--- src/rtl/hazard_ctrl.sv ---
// Hazard/stall controller for the 5-stage MIPS core: load-use bubble insertion,
// data-memory latency freeze, taken-branch IF/ID flush and a saturating stall counter.
module hazard_ctrl #(
    parameter int REG_AW  = 5,
    parameter int MEM_LAT = 1,
    parameter int CNT_W   = 16,
    parameter int SKIP_R0 = 1
) (
    input  logic              clk_i,
    input  logic              rst_i,
    input  logic [REG_AW-1:0] ifid_rs_i,
    input  logic [REG_AW-1:0] ifid_rt_i,
    input  logic              ifid_rs_used_i,
    input  logic              ifid_rt_used_i,
    input  logic              idex_memrd_i,
    input  logic [REG_AW-1:0] idex_rt_i,
    input  logic              exmem_memop_i,
    input  logic              branch_taken_i,
    input  logic              cnt_clr_i,
    output logic              pc_stall_o,
    output logic              ifid_stall_o,
    output logic              ifid_flush_o,
    output logic              idex_bubble_o,
    output logic              pipe_freeze_o,
    output logic [CNT_W-1:0]  stall_cnt_o
);

    localparam int WCNT_W = (MEM_LAT > 1) ? $clog2(MEM_LAT) : 1;
    localparam logic [WCNT_W-1:0] WCNT_INIT = WCNT_W'((MEM_LAT > 0) ? (MEM_LAT - 1) : 0);
    localparam logic [WCNT_W-1:0] WCNT_ONE  = WCNT_W'(1);
    localparam logic [WCNT_W-1:0] WCNT_ZERO = {WCNT_W{1'b0}};
    localparam logic [CNT_W-1:0]  CNT_MAX   = {CNT_W{1'b1}};
    localparam logic [CNT_W-1:0]  CNT_ONE   = CNT_W'(1);
    localparam logic [REG_AW-1:0] REG_ZERO  = {REG_AW{1'b0}};
    localparam logic              HAS_LAT   = (MEM_LAT > 0);
    localparam logic              SKIP_ZERO = (SKIP_R0 != 0);

    typedef enum logic [0:0] {
        ST_RUN  = 1'b0,
        ST_WAIT = 1'b1
    } state_t;

    state_t            state_r;
    state_t            state_nxt_s;
    logic [WCNT_W-1:0] wcnt_r;
    logic [WCNT_W-1:0] wcnt_nxt_s;
    logic              freeze_s;
    logic              lu_s;
    logic              rs_hit_s;
    logic              rt_hit_s;
    logic              r0_dest_s;
    logic [CNT_W-1:0]  stall_cnt_r;

    // Load-use detection against the load destination sitting in EX.
    always_comb begin
        rs_hit_s  = ifid_rs_used_i & (idex_rt_i == ifid_rs_i);
        rt_hit_s  = ifid_rt_used_i & (idex_rt_i == ifid_rt_i);
        r0_dest_s = SKIP_ZERO & (idex_rt_i == REG_ZERO);
        lu_s      = idex_memrd_i & ~r0_dest_s & (rs_hit_s | rt_hit_s);
    end

    // Memory-wait FSM state register; reset aborts any pending freeze.
    always_ff @(posedge clk_i or negedge rst_i) begin
        if (!rst_i) begin
            state_r <= ST_RUN;
            wcnt_r  <= WCNT_ZERO;
        end else begin
            state_r <= state_nxt_s;
            wcnt_r  <= wcnt_nxt_s;
        end
    end

    // Memory-wait FSM next state: the access entering MEM counts as the first frozen cycle.
    always_comb begin
        state_nxt_s = state_r;
        wcnt_nxt_s  = wcnt_r;
        case (state_r)
            ST_RUN: begin
                if (HAS_LAT && exmem_memop_i) begin
                    state_nxt_s = ST_WAIT;
                    wcnt_nxt_s  = WCNT_INIT;
                end else begin
                    state_nxt_s = ST_RUN;
                end
            end
            ST_WAIT: begin
                if (wcnt_r != WCNT_ZERO) begin
                    wcnt_nxt_s = wcnt_r - WCNT_ONE;
                end else begin
                    state_nxt_s = ST_RUN;
                end
            end
            default: begin
                state_nxt_s = ST_RUN;
                wcnt_nxt_s  = WCNT_ZERO;
            end
        endcase
    end

    // Memory-wait FSM output: freeze while the access is still being served.
    always_comb begin
        case (state_r)
            ST_RUN:  freeze_s = HAS_LAT & exmem_memop_i;
            ST_WAIT: freeze_s = (wcnt_r != WCNT_ZERO);
            default: freeze_s = 1'b0;
        endcase
    end

    // Priority resolution freeze > load-use > branch; everything quiet while in reset.
    always_comb begin
        pc_stall_o    = 1'b0;
        ifid_stall_o  = 1'b0;
        ifid_flush_o  = 1'b0;
        idex_bubble_o = 1'b0;
        pipe_freeze_o = 1'b0;
        if (!rst_i) begin
            pc_stall_o = 1'b0;
        end else if (freeze_s) begin
            pc_stall_o    = 1'b1;
            ifid_stall_o  = 1'b1;
            pipe_freeze_o = 1'b1;
        end else if (lu_s) begin
            pc_stall_o    = 1'b1;
            ifid_stall_o  = 1'b1;
            idex_bubble_o = 1'b1;
        end else if (branch_taken_i) begin
            ifid_flush_o = 1'b1;
        end else begin
            pc_stall_o = 1'b0;
        end
    end

    // Saturating count of PC-stall cycles; clear wins over increment.
    always_ff @(posedge clk_i or negedge rst_i) begin
        if (!rst_i) begin
            stall_cnt_r <= {CNT_W{1'b0}};
        end else if (cnt_clr_i) begin
            stall_cnt_r <= {CNT_W{1'b0}};
        end else if (pc_stall_o && (stall_cnt_r != CNT_MAX)) begin
            stall_cnt_r <= stall_cnt_r + CNT_ONE;
        end else begin
            stall_cnt_r <= stall_cnt_r;
        end
    end

    assign stall_cnt_o = stall_cnt_r;

endmodule

--- config.mk ---
export PLATFORM = sky130hd
export DESIGN_NAME = hazard_ctrl
export DESIGN_NICKNAME = d
export VERILOG_FILES = /design/src/rtl/hazard_ctrl.sv
export SDC_FILE = /design/constraint.sdc
export NUM_CORES = 1
export LEC_CHECK = 0
export BUFFER_PORTS_ARGS = -buffer_cell sky130_fd_sc_hd__buf_4
export CORE_UTILIZATION = 50
export DETAILED_ROUTE_END_ITERATION = 10
export PLACE_DENSITY = 0.82
export SLEW_MARGIN = 20
export SYNTH_ARGS = -nofsm -noshare
export SYNTH_HDL_FRONTEND = slang
export SYNTH_SLANG_ARGS = --single-unit
--- constraint.sdc ---
create_clock -name clk_i -period 3.59 [get_ports clk_i]
set_input_delay 0.1795 -clock clk_i [delete_from_list [all_inputs] [get_ports clk_i]]
set_output_delay 0.1795 -clock clk_i [all_outputs]
set_load 0.02 [all_outputs]
==> results of run 1 <==
==> worst max-delay path by stage <==
stage              startpoint              end  slack [ns]  cells after the start
2_1_floorplan  stall_cnt_o[0]  stall_cnt_o[10]        1.65                      7
3_3_place_gp   stall_cnt_o[0]  stall_cnt_o[10]        1.65                      7
3_5_place_dp   stall_cnt_o[0]  stall_cnt_o[10]        1.59                      7
4_1_cts        stall_cnt_o[0]  stall_cnt_o[14]        1.56                      7
5_1_grt        stall_cnt_o[0]  stall_cnt_o[14]        1.33                      7
6_report       stall_cnt_o[0]  stall_cnt_o[14]        1.54                      7
==> state kept, by name, indices dropped and copies added (netlist names) <==
signal       count
state_r          1
stall_cnt_o     16
==> per-stage QoR <==
stage / power (mW) / hold slack, ns
2_1_floorplan: 0.238 / -0.116
3_3_place_gp: 0.270 / 0.0651
3_5_place_dp: 0.272 / 0.0653
4_1_cts: 0.373 / 0.152
5_1_grt: 0.388 / 0.163
6_report: 0.374 / 0.146
==> cell type report <==
class	instances	share of cell area, %
Tap cell	27	2.28
Timing Repair Buffer	44	22.4
Inverter	5	1.26
Clock buffer	4	1.77
Multi-Input combinational cell	99	43.6
Sequential cell	17	28.7
==> critical path: cells and delay by family, from the launching register on <==
family,cells,cell delay (ns)
AO/OA/AOI/OAI,1,0.14
adder cells (fa/ha/maj),1,0.19
flip-flops,1,0.45
AND/OR/NAND/NOR,5,1.17
==> per-layer routing <==
metal | vias to the layer above | track usage [%] | share of wire [%]
met1 | 538 | 30.0 | 42
met2 | 42 | 45.9 | 51
met4 | 0 | 4.76 | 0.92
met3 | 5 | 3.43 | 6.4
met5 | - | 0 | 0
li1 | 547 | - | -
==> logic make-up (layout without fill, tap and decap cells) <==
family                   Yosys count  count (layout)
AND/OR/NAND/NOR                   58              58
AO/OA/AOI/OAI                     25              25
flip-flops                        17              17
XOR/XNOR                          14              14
buffers and inverters              8              53
adder cells (fa/ha/maj)            1               1
multiplexers                       1               1
==> repair_timing <==
item / 4_1_cts / 5_1_grt
gates resized for setup: 0 / 0
hold endpoints to repair: 17 / 0
hold buffers: 1 / 0
==> where the power goes <==
group / total, mW / internal [mW] / switching, mW
Combinational: 0.0748 / 0.0359 / 0.0389
Clock: 0.105 / 0.0432 / 0.0614
Sequential: 0.195 / 0.193 / 0.00165
Total: 0.374 / 0.272 / 0.102
==> cells in the mapped netlist <==
cell type | count | area share (%)
buf_4 | 1 | 0.67
clkbuf_1 | 1 | 0.33
o31a_1 | 1 | 0.78
o221ai_2 | 1 | 1.3
nand4_1 | 6 | 3.3
nand2_1 | 12 | 4.0
dfrtp_1 | 17 | 38
nand2_4 | 1 | 1.0
o21a_1 | 2 | 1.3
o211a_1 | 1 | 0.89
nor2_1 | 8 | 2.7
o221a_4 | 1 | 1.8
xnor2_1 | 11 | 8.6
nor4_1 | 1 | 0.56
and3_1 | 4 | 2.2
o21ai_1 | 2 | 0.89
mux2i_1 | 1 | 0.89
inv_1 | 5 | 1.7
o21ai_0 | 2 | 0.89
or4_1 | 7 | 4.7
o41ai_1 | 1 | 0.78
o31ai_1 | 4 | 2.7
a21oi_1 | 8 | 3.6
buf_12 | 1 | 1.8
and4_1 | 1 | 0.78
or2_2 | 3 | 1.7
o311ai_0 | 1 | 0.78
ha_1 | 1 | 1.1
o22ai_1 | 1 | 0.56
nand2b_1 | 1 | 0.56
xor2_1 | 3 | 2.3
or3_1 | 3 | 1.7
and2_1 | 3 | 1.7
nand3_1 | 5 | 2.2
nor3_1 | 3 | 1.3
==> metrics.yaml, run 1 <==
layout_common_cells: "43 x buf_4, 17 x dfrtp_1, 12 x nand2_1, 11 x xnor2_1"
finish.instance_area_um2: 1480
reg2reg_slack_ns: 1.54
via_count: 1132
fillers: 160
synth_cells: 124
final_common_cell: "buf_4"
skew_ns: 0.00273
yosysWarnings: 0
synth-seq-cells: 17
setup_violations: 0
fin_ws_ns: 1.54
worst_setup_path_end_kind: "register"
die_height_um: 49.4
regArea_um2: 425
grt_pass1_vias: 1086
crit_type: "reg2reg"
hold_path.class: "in2reg"
reg2reg_depth: 7
syn_nets: 148
slew_headroom_pct: 75.9
min_from: "cnt_clr_i"
placedCellCount: 191
cp_max_fo: 8
synth-simple-area-share_pct: 28.4
numCtsBuffers: 3
clk_pin_slew_worst_paths_ns: 0.10
cts_setup_buffers: 0
final.setup.tns_ns: 0
grt_pass1_wl_mm: 4.76
die-area_um2: 2440
drv_slew: 0
fin_util_pct: 72.7
finalNetCount: 194
drv_cap: 0
worst_slew_pin_slew_ns: 0.361
drive_gt1_share_pct: 30.8
htreeDepth: 1
min_period_ns: 2.05
worstPathArrival_ns: 2.24
crit_slowest_cell: "or4_1"
diodes: 0
synth_xor_area_share_pct: 10.9
pwr_density_cell_nw_per_um2: 252
synth_area_um2: 1120
synthMuxAreaShare_pct: 0.892
vias_per_cell: 5.78
rsz0062_at_grt: "false"
worstHoldEndpoint: "stall_cnt_o[4]"
multi_input_area_um2: 647
r2r-start: "stall_cnt_o[0]"
area_growth_pct: 32.2
ys_types: 35
clock-sinks: 17
core_um2: 2040
min_delay_path_depth: 2
portBuffers: 43
post-route-period-util_pct: 57.0
power_leakage_nw: 0.679
synth_compound_area_share_pct: 16.3
antenna_found_initial: 0
routed_wl_mm: 2.73
rows: 16
die_w_um: 49.4
wl_per_cell_um: 13.9
synthAdderAreaFrac_pct: 1.11
vdd_drop_max_v: 0.000151
dpl.hpwl_mm: 2.02
cp.required_ns: 3.78
cpPeakStageDelay_ns: 0.49
ant_nets: 0
ios: 44
insertion_delay_ns: 0.29
grt_max_degree: 21
place_congestion: 0.798
finalNonFillerCells: 196
rr_endpoint: "stall_cnt_o[14]"
synth_seq_area_share_pct: 37.9
synth_top_family_by_area: "simple AND/OR/NAND/NOR gates"
crit_chain: "ha_1, and2_1, nand2_1, nor2_1, nand4_1, or4_1, o211a_1"
drt-initial-drc-count: 29
track_usage_pct: 24.7
avgSynthCellArea_um2: 9.05
placed_area_um2: 1450
preCtsSetupSlack_ns: 1.59
hold_viol_final: 0
drtPass1Iterations: 4
grt_overflow_total: 0
ctsLongestPathBuffers: 2
drc: 0
status: "finished, final reports clean"
start_kind: "register"
fmax_mhz: 489
initial_core_util_pct: 55.0
cts_tree: "done"
cts_root_buf: "clkbuf_4"
Power figures use the tool's default switching activity.
==> run 2, diff against run 1 <==
--- a/config.mk
+++ b/config.mk
@@ -6,9 +6,9 @@
 export NUM_CORES = 1
 export LEC_CHECK = 0
 export BUFFER_PORTS_ARGS = -buffer_cell sky130_fd_sc_hd__buf_4
-export CORE_UTILIZATION = 50
+export CORE_UTILIZATION = 43
 export DETAILED_ROUTE_END_ITERATION = 10
-export PLACE_DENSITY = 0.82
+export PLACE_DENSITY = 0.75
 export SLEW_MARGIN = 20
 export SYNTH_ARGS = -nofsm -noshare
 export SYNTH_HDL_FRONTEND = slang
==> constraint.sdc (replaced) <==
create_clock -name clk_i -period 1.7 [get_ports clk_i]
set_input_delay 0.085 -clock clk_i [delete_from_list [all_inputs] [get_ports clk_i]]
set_output_delay 0.085 -clock clk_i [all_outputs]
set_load 0.02 [all_outputs]
==> run 2 against run 1 <==
  * The run now ends with negative setup slack left
  * Count of clock-buffer cells in the layout did not move
  * Total power rose by 120%
  * Flip-flop and latch count did not move
  * Sequential share of layout area fell by 5.0 points
  * Cell count rose by 20%
  * Routed wire length rose by 24%
  * Die area rose by 16%
  * Hold slack got worse by 0.084 ns
  * Combinational power rose to 2.7 times the previous value
  * Final area rose by 24%
  * Clock skew barely moved
  * Critical endpoint is now stall_cnt_o[13]
  * Largest cell class unchanged
==> metrics.yaml, run 2 (synthesis results as in run 1) <==
initial_core_util_pct: 45.3  # -9.7 points
drc: 0  # unchanged
regArea_um2: 437  # +2.6%
placedCellCount: 223  # +17%
numCtsBuffers: 3  # unchanged
diodes: 0  # unchanged
grt_pass1_vias: 1171  # +7.8%
p_sw_mw: 0.227  # +120%
multi_input_area_um2: 721  # +11%
violations: "negative setup slack"
min_period_ns: 1.88  # -0.167 ns
status: "finished, violations left"
drv_cap: 0  # unchanged
fin_util_pct: 74.4  # +1.7 points
hold_slack_ns: 0.0628  # -0.0836 ns
die_w_um: 53.1  # +7.5%
vias_per_cell: 5.54  # -4.0%
cts_tree: "done"
drv_slew: 0  # unchanged
clk_pin_slew_worst_paths_ns: 0.10  # about the same
vdd_drop_max_v: 0.000424  # +180%
grt_pass1_wl_mm: 4.93  # +3.6%
worstPathArrival_ns: 2.03  # -0.21 ns
crit_chain: "ha_4, and2_4, nand4_1, o221a_4, nand2_8, o311ai_0, o41ai_1"
cp_max_fo: 14  # +6
layout_common_cells: "79 x buf_4, 11 x xnor2_1, 10 x nand2_1, 9 x dfrtp_2, 8 x dfrtp_1"
comb_power_share_pct: 24.0  # +4.0 points
finish.instance_area_um2: 1840  # +24%
start_kind: "register"
via_count: 1303  # +15%
fmax_mhz: 532  # +8.9%
fin_ws_ns: -0.179  # -1.72 ns
ant_nets: 0  # unchanged
antenna_found_initial: 0  # unchanged
crit_type: "reg2reg"
cts_root_buf: "clkbuf_4"
area_growth_pct: 64.2
dpl.hpwl_mm: 2.45  # +21%
largest_register_ffs: 16  # unchanged
insertion_delay_ns: 0.29  # about the same
core_um2: 2480  # +21%
place_congestion: 0.750  # -6.0%
slew_headroom_pct: 72.4  # -3.5 points
drt-initial-drc-count: 22  # -24%
rows: 18  # +2
seqPwrFrac_pct: 49.6  # -2.4 points
skew_ns: 0.00256  # -0.000169 ns
clkPwrFrac_pct: 26.4  # -1.6 points
p_int_mw: 0.600  # +120%
placed_area_um2: 1700  # +17%
track_usage_pct: 24.2  # -0.50 points
hold_viol_final: 0  # unchanged
cpPeakStageDelay_ns: 0.44  # -0.05 ns
setup_violations: 11  # +11
portBuffers: 43  # unchanged
grt_overflow_total: 0  # unchanged
finalNonFillerCells: 235  # +20%
wl_per_cell_um: 14.4  # +3.2%
worst_slew_pin_slew_ns: 0.414  # +0.0531 ns
finalNetCount: 230  # +19%
drtPass1Iterations: 4  # unchanged
pwr_density_cell_nw_per_um2: 449  # +78%
post-route-period-util_pct: 111  # +54 points
swShare_pct: 27.5  # +0.23 points
hold_path.class: "in2reg"
die-area_um2: 2820  # +16%
htreeDepth: 1  # unchanged
grt_max_degree: 15  # -29%
die_height_um: 53.1  # +7.5%
clock-sinks: 17  # unchanged
final_common_cell: "buf_4"
fillers: 197  # +23%
power_leakage_nw: 0.856  # +26%
crit_slowest_cell: "dfrtp_2"
routed_wl_mm: 3.38  # +24%
rsz0062_at_grt: "true"
ios: 44  # unchanged
ctsLongestPathBuffers: 2  # unchanged
worst_setup_path_end_kind: "register"
drive_gt1_share_pct: 53.2  # +22 points
final.setup.tns_ns: -1.16  # -1.16 ns
cp.required_ns: 1.86  # -1.92 ns
-- run 2: cell types whose count changed in the layout (fill, tap and decap cells not counted), sizes merged --
| cell | change |
|---|---|
| buf | +36 |
-- run 2: critical path, delay by kind of cell (launching register included) --
family | cells | cell delay [ns]
flops | 1 | 0.44
compound gates | 3 | 0.80
fa+ha+maj | 1 | 0.16
simple gates | 3 | 0.34
-- run 2: path summary, 6_finish.rpt --
| kind | end | startpoint | cells after the start | slack (ns) |
|---|---|---|---|---|
| max | stall_cnt_o[13] | stall_cnt_o[1] | 7 | -0.18 |
| min | stall_cnt_o[12] | cnt_clr_i | 2 | 0.06 |
| max reg2reg | stall_cnt_o[13] | stall_cnt_o[1] | 7 | -0.18 |
| min reg2reg | stall_cnt_o[15] | stall_cnt_o[15] | 2 | 0.63 |
| max in group asynchronous | stall_cnt_o[12] | rst_i | 3 | 1.16 |
| min in group asynchronous | state_r | rst_i | 2 | 0.14 |
-- run 2: power by group through the flow --
stage,clock [mW],sequential [mW],combinational (mW)
floorplan,0,0.423,0.0811
global placement,0,0.418,0.174
detailed placement,0,0.419,0.180
CTS,0.228,0.411,0.197
global route,0.241,0.411,0.214
finish,0.218,0.410,0.199
-- run 2: layer usage --
layer  vias to the layer above  wire length, um  part of all wire [%]  track usage (%)
met5                         -                0                     0                0
met1                       620             1290                    38             26.2
met4                         0               27                  0.80             7.02
li1                        620                -                     -                -
met2                        57             1830                    54             47.7
met3                         6              226                   6.7             2.87
-- run 2: area by class of cell --
type                    instances  area share, %
multi-input cells              99           39.1
repair buffers                 80           32.7
inverters                       5           1.02
flip-flops and latches         17           23.7
clock buffers                   4           1.43
well taps                      30           2.04
-- run 2: stage by stage --
| stage | total power [mW] | setup slack (ns) |
|---|---|---|
| finish | 0.827 | -0.179 |
| global route | 0.867 | -0.261 |
| CTS | 0.835 | -0.165 |
| detailed placement | 0.599 | -0.160 |
| global placement | 0.593 | -0.109 |
| floorplan | 0.504 | -0.126 |
-- run 2: repair_timing --
action / 4_1_cts / 5_1_grt
hold endpoints to repair: 17 / 0
endpoints found under the setup margin: 10 / 18
pin swaps: 11 / 3
gates resized for setup: 5 / 8
hold buffers: 1 / 0
setup buffers: 8 / 0
